**src/rtl/wave_unit_arbiter.sv**
```systemverilog
// wave_unit_arbiter
// Shares one pipelined float32 waveform unit between N requesters.
// Round-robin grant (one issue per cycle), a tag pipeline that follows each
// issued sample through the datapath, and a registered response that is
// routed back to the requester that issued it.
// Optional feature: define WAVE_ARB_STATS_EN to add saturating per-requester
// grant counters on the grant_cnt output.
module wave_unit_arbiter #(
  parameter int N      = 4,
  parameter int DP_LAT = 1,
  parameter int TW     = 3
) (
  input  logic              clk,
  input  logic              rst_n,
  input  logic              enable,
  input  logic [N-1:0]      req_valid,
  input  logic [32*N-1:0]   req_x,
  output logic [N-1:0]      req_ready,
  output logic [31:0]       dp_x_in,
  input  logic [31:0]       dp_y_out,
  output logic [N-1:0]      rsp_valid,
  output logic [31:0]       rsp_y,
  output logic [TW:0]       in_flight,
`ifdef WAVE_ARB_STATS_EN
  output logic [16*N-1:0]   grant_cnt,
`endif
  output logic              idle
);

  // One tag stage per datapath edge plus the stage that lines up with dp_y_out.
  localparam int NS = DP_LAT + 1;

  logic [TW-1:0]         ptr_q, ptr_d;
  logic [31:0]           dp_x_q, dp_x_d;
  logic [NS-1:0]         tag_vld_q;
  logic [NS-1:0][TW-1:0] tag_idx_q;
  logic [N-1:0]          rsp_valid_q, rsp_valid_d;
  logic [31:0]           rsp_y_q, rsp_y_d;
  logic [TW:0]           in_flight_q, in_flight_d;

  logic [N-1:0]          cand;
  logic                  grant_vld;
  logic [TW-1:0]         grant_idx;
  logic [31:0]           grant_x;
  logic [N-1:0]          grant_oh;
  logic                  ret_vld;
  logic [TW-1:0]         ret_idx;

  // Requests only count while granting is allowed and reset is released.
  assign cand = (enable && rst_n) ? req_valid : '0;

  // Rotating-priority search starting one past the last granted requester.
  always_comb begin
    grant_vld = 1'b0;
    grant_idx = '0;
    grant_x   = '0;
    grant_oh  = '0;
    for (int k = 1; k <= N; k++) begin
      int j;
      j = int'(ptr_q) + k;
      if (j >= N) j = j - N;
      if (!grant_vld && cand[j]) begin
        grant_vld   = 1'b1;
        grant_idx   = j[TW-1:0];
        grant_x     = req_x[32*j +: 32];
        grant_oh[j] = 1'b1;
      end
    end
  end

  assign ret_vld = tag_vld_q[NS-1];
  assign ret_idx = tag_idx_q[NS-1];

  // Next-state for the issue register, pointer, response and occupancy count.
  always_comb begin
    dp_x_d      = grant_vld ? grant_x : dp_x_q;
    ptr_d       = grant_vld ? grant_idx : ptr_q;
    rsp_y_d     = ret_vld ? dp_y_out : rsp_y_q;
    rsp_valid_d = '0;
    for (int i = 0; i < N; i++) begin
      rsp_valid_d[i] = ret_vld && (ret_idx == TW'(i));
    end
    in_flight_d = in_flight_q;
    if (grant_vld && !ret_vld) begin
      in_flight_d = in_flight_q + 1'b1;
    end else if (!grant_vld && ret_vld) begin
      in_flight_d = in_flight_q - 1'b1;
    end
  end

  // State registers; the tag pipeline advances every cycle with no stall path.
  always_ff @(posedge clk) begin
    if (!rst_n) begin
      ptr_q       <= TW'(N - 1);
      dp_x_q      <= '0;
      tag_vld_q   <= '0;
      tag_idx_q   <= '0;
      rsp_valid_q <= '0;
      rsp_y_q     <= '0;
      in_flight_q <= '0;
    end else begin
      ptr_q        <= ptr_d;
      dp_x_q       <= dp_x_d;
      tag_vld_q[0] <= grant_vld;
      tag_idx_q[0] <= grant_idx;
      for (int s = 1; s < NS; s++) begin
        tag_vld_q[s] <= tag_vld_q[s-1];
        tag_idx_q[s] <= tag_idx_q[s-1];
      end
      rsp_valid_q  <= rsp_valid_d;
      rsp_y_q      <= rsp_y_d;
      in_flight_q  <= in_flight_d;
    end
  end

`ifdef WAVE_ARB_STATS_EN
  logic [N-1:0][15:0] cnt_q;

  // Saturating accept counters, one per requester.
  always_ff @(posedge clk) begin
    if (!rst_n) begin
      cnt_q <= '0;
    end else begin
      for (int i = 0; i < N; i++) begin
        if (grant_oh[i] && (cnt_q[i] != 16'hFFFF)) begin
          cnt_q[i] <= cnt_q[i] + 16'd1;
        end
      end
    end
  end

  assign grant_cnt = cnt_q;
`endif

  assign req_ready = grant_oh;
  assign dp_x_in   = dp_x_q;
  assign rsp_valid = rsp_valid_q;
  assign rsp_y     = rsp_y_q;
  assign in_flight = in_flight_q;
  assign idle      = (in_flight_q == '0) && !(|req_valid);

endmodule

```
**config.mk**
```make
export PLATFORM = sky130hd
export DESIGN_NAME = wave_unit_arbiter
export DESIGN_NICKNAME = d
export VERILOG_FILES = /design/src/rtl/wave_unit_arbiter.sv
export SDC_FILE = /design/constraint.sdc
export NUM_CORES = 1
export LEC_CHECK = 0
export ABC_AREA = 1
export ABC_CLOCK_PERIOD_IN_PS = 5000
export BUFFER_PORTS_ARGS = -buffer_cell sky130_fd_sc_hd__buf_2
export CORE_ASPECT_RATIO = 1.75
export CORE_MARGIN = 2
export CORE_UTILIZATION = 37
export DETAILED_ROUTE_END_ITERATION = 8
export HOLD_SLACK_MARGIN = 0.05
export PLACE_DENSITY = 0.58
export SETUP_SLACK_MARGIN = 0.3
export SLEW_MARGIN = 20
export SYNTH_ARGS = -nofsm -noshare
export SYNTH_HDL_FRONTEND = slang
export SYNTH_SLANG_ARGS = --single-unit
```
**constraint.sdc**
```tcl
create_clock -name clk -period 5 [get_ports clk]
set_clock_uncertainty 0.15 [all_clocks]
set_input_delay 1 -clock clk [delete_from_list [all_inputs] [get_ports clk]]
set_output_delay 1 -clock clk [all_outputs]
set_load 0.02 [all_outputs]
```
==> summary.md <==
| Metric | Value |
|---|---|
| Max-slew violations | `0` |
| Largest net degree at the start of global routing | `122` |
| Setup CP Type | `register to output port` |
| Die ar. | `23120 sq um` |
| Post-synthesis sequential area ratio | `between 20 and 25%` |
| Dpl hpwl | `23060 um` |
| Via count | `10.10k` |
| Met3 GRT Util | `2.608%` |
| Residual DRC count | `0` |
| Seq cells post-synth | `83` |
| Period minus WS final | `about 4300 ps` |
| Reg clk slew, reported paths | `roughly 70 ps` |
| Global Route Usage Sum | `27.28%` |
| Clock tree buffer depth | `2` |
| Number of fill cells | `2481` |
| Synth Area in Simple Gates | `between 40 and 50%` |
| Die Wd | `115.8 um` |
| Core area | `approximately 21000 sq um` |
| Chip height | `approximately 200 um` |
| Rows | `71` |
| Mux contribution to synthesized area | `2.102%` |
| Synthesized area per cell | `5.465 sq um` |
| Avg WL per Cell | `between 15 and 20 um` |
| Netlist cell types | `40` |
| Placed Cells incl. Taps | `1930` |
| Max Fanout on Critical Path | `88` |
| Layout cell share with drive strength beyond 1 | `18.68%` |
| Worst-Margin Slew | `981.9 ps` |
| Post-CTS setup buffers | `0` |
| Post-CTS sizing | `0` |
| Area growth, synth to finish | `18.35%` |
| Drt first-iter violations | `591` |
| Synth warn | `0` |
| Worst hold path type | `register to register` |
| CTS tree | `built` |
| Grt met1 use | `28.69%` |
| ANT nets after route | `0` |
| Fmax | `~0.23 GHz` |
| Worst-Skew Late Latency | `340 ps` |
| Most frequent cells in the layout | `nand2_1 (519), buf_2 (243), nor2_1 (216)` |
| Non-Filler Instances | `1947` |
| Post-synthesis xor/xnor area fraction | `0.1082%` |
| Worst EP required | `3850 ps` |
| Period utilization | `85.61%` |
| Setup TNS Final | `0 ps` |
| CTS Buf Count | `9` |
| FF+latch area | `1667 sq um` |
| Synth Area in Compound Gates | `between 15 and 20%` |
| Clock sink count | `83` |
| Ports | `244` |
| Final wirelength | `about 32000 um` |
| Crit start category | `register` |
| Adder-cell share of the synthesized area | `2.721%` |
| Largest family of logic cells by synthesized area | `simple AND/OR/NAND/NOR gates` |
| Endpoints failing setup | `0` |
| MaxCap Viol Count | `0` |
| Via density | `between 5 and 6` |
| Finished Core Util | `between 40% and 50%` |
| Nets | `1833` |
| Worst Path Arrival | `3130 ps` |
| Layer with the highest usage | `met2` |
| Cell Area, Synth | `8094 sq um` |
| Status | `finished clean` |
| GR Util met2 | `about half` |
| Root Buffer Master | `clkbuf_16` |
| H-tree Lvls | `3` |
| Crit path capture type | `output port` |
| Relative slew slack | `34.38%` |
| RSZ-0062 raised after global routing | `no` |
| Hold buffers post-CTS | `0` |
| First-pass GRT wire length | `48490 um` |
| Max IR drop VDD | `roughly 0.42 mV` |
| Power density over cell area | `727.0 nW/um^2` |
| 1st-pass router iterations | `5` |
| Starting Density | `37.65%` |
| Total grt overflow | `0` |
| Final hold vios | `0` |
| Number of global-route vias before repair | `9391` |
| Multi-input logic area | `5553 sq um` |
| Initial antenna violation count | `1` |
| Port-buffer cells | `243` |
| Synthesized net count | `1665` |
| Most common library cell in the layout ignoring fill and taps | `nand2_1` |
| Syn Inst Count | `1481` |
| RePlAce Congestion | `approximately 0.94` |
| Leak | `~5.2 nW` |
## per-stage QoR
step	area [sq um]	worst slack (ps)	power (mW)	hold slack (ps)
floorplan	8094	1320	4.975	240.5
global placement	9285	1073	6.223	242.0
detailed placement	9285	999.2	6.250	263.4
CTS	9577	701.8	6.941	276.3
global route	9579	445.9	7.641	297.7
finish	9579	719.3	6.964	275.9
## worst max-delay path, stage by stage (launching register included)
cell	delay, ps
dfxtp_4	360
inv_4	50
buf_4	650
nand2_1	190
nand3_1	160
nand2_4	300
inv_2	190
nand2_4	160
nor2_1	320
nand3_1	110
nand2_1	90
buf_2	170
## Yosys cell counts (all sizes together)
cell | n | area share, %
a21oi | 81 | 5.1
nand3 | 105 | 6.9
ha | 16 | 2.5
o211ai | 8 | 0.74
dfxtp | 83 | 21
nor3 | 4 | 0.25
clkbuf | 33 | 1.5
xor2 | 1 | 0.11
or2 | 1 | 0.077
o211a | 1 | 0.12
nand3b | 2 | 0.19
nor2 | 220 | 11
nor4 | 1 | 0.077
o21a | 3 | 0.28
buf | 73 | 5.3
or4 | 1 | 0.093
o21bai | 1 | 0.093
nand2 | 528 | 25
fa | 1 | 0.25
nand4 | 42 | 3.2
a21boi | 2 | 0.19
o21ai | 169 | 10
mux2i | 17 | 2.1
inv | 85 | 4.0
clkinv | 3 | 0.15
## path summary, 6_finish.rpt
| path | from | endpoint | slack [ps] | depth (start not counted) |
|---|---|---|---|---|
| setup / recovery | ptr_q[0] | req_ready[0] | 720 | 11 |
| hold / removal | tag_idx_q[1] | ret_idx[1] | 280 | 2 |
| setup reg to reg | ptr_q[0] | in_flight[3] | 1170 | 20 |
| hold reg to reg | tag_idx_q[1] | ret_idx[1] | 280 | 2 |
## flip-flops by register name (all words and copies together) (netlist names)
register / count
dp_x_in: 32
rsp_y: 32
in_flight: 4
rsp_valid: 4
ptr_q: 3
ret_idx: 3
tag_idx_q: 3
tag_vld_q: 2
## kinds of logic (layout without fill, tap and decap cells)
kind of cell | after synthesis | in the layout
AND/OR/NAND/NOR | 904 | 904
AO/OA/AOI/OAI | 265 | 265
buffers and inverters | 194 | 367
flip-flops | 83 | 83
adder cells (fa/ha/maj) | 17 | 17
multiplexers | 17 | 17
XOR/XNOR | 1 | 1
other | 0 | 1
## power breakdown
group          internal (mW)  total, mW  switching, mW
Combinational           1.57       5.33           3.76
Sequential             0.850      0.962          0.111
Clock                  0.351      0.670          0.319
## metal layers
metal / vias to the layer above / routed length [um]
met5: - / 0
li1: 5123 / -
met4: 0 / 2339
met1: 4566 / 11790
met3: 90 / 1497
met2: 325 / 16300
## layout make-up
| type | instances | share of cell area (%) |
|---|---|---|
| Clock inverter | 7 | 0.6923 |
| Tap cell | 292 | 3.814 |
| Multi-Input combinational cell | 1204 | 57.97 |
| Timing Repair Buffer | 263 | 14.26 |
| Clock buffer | 9 | 2.351 |
| Antenna cell | 1 | 0.02612 |
| Sequential cell | 83 | 17.40 |
| Inverter | 88 | 3.487 |
Note: power is estimated with default switching activity, not from simulation.
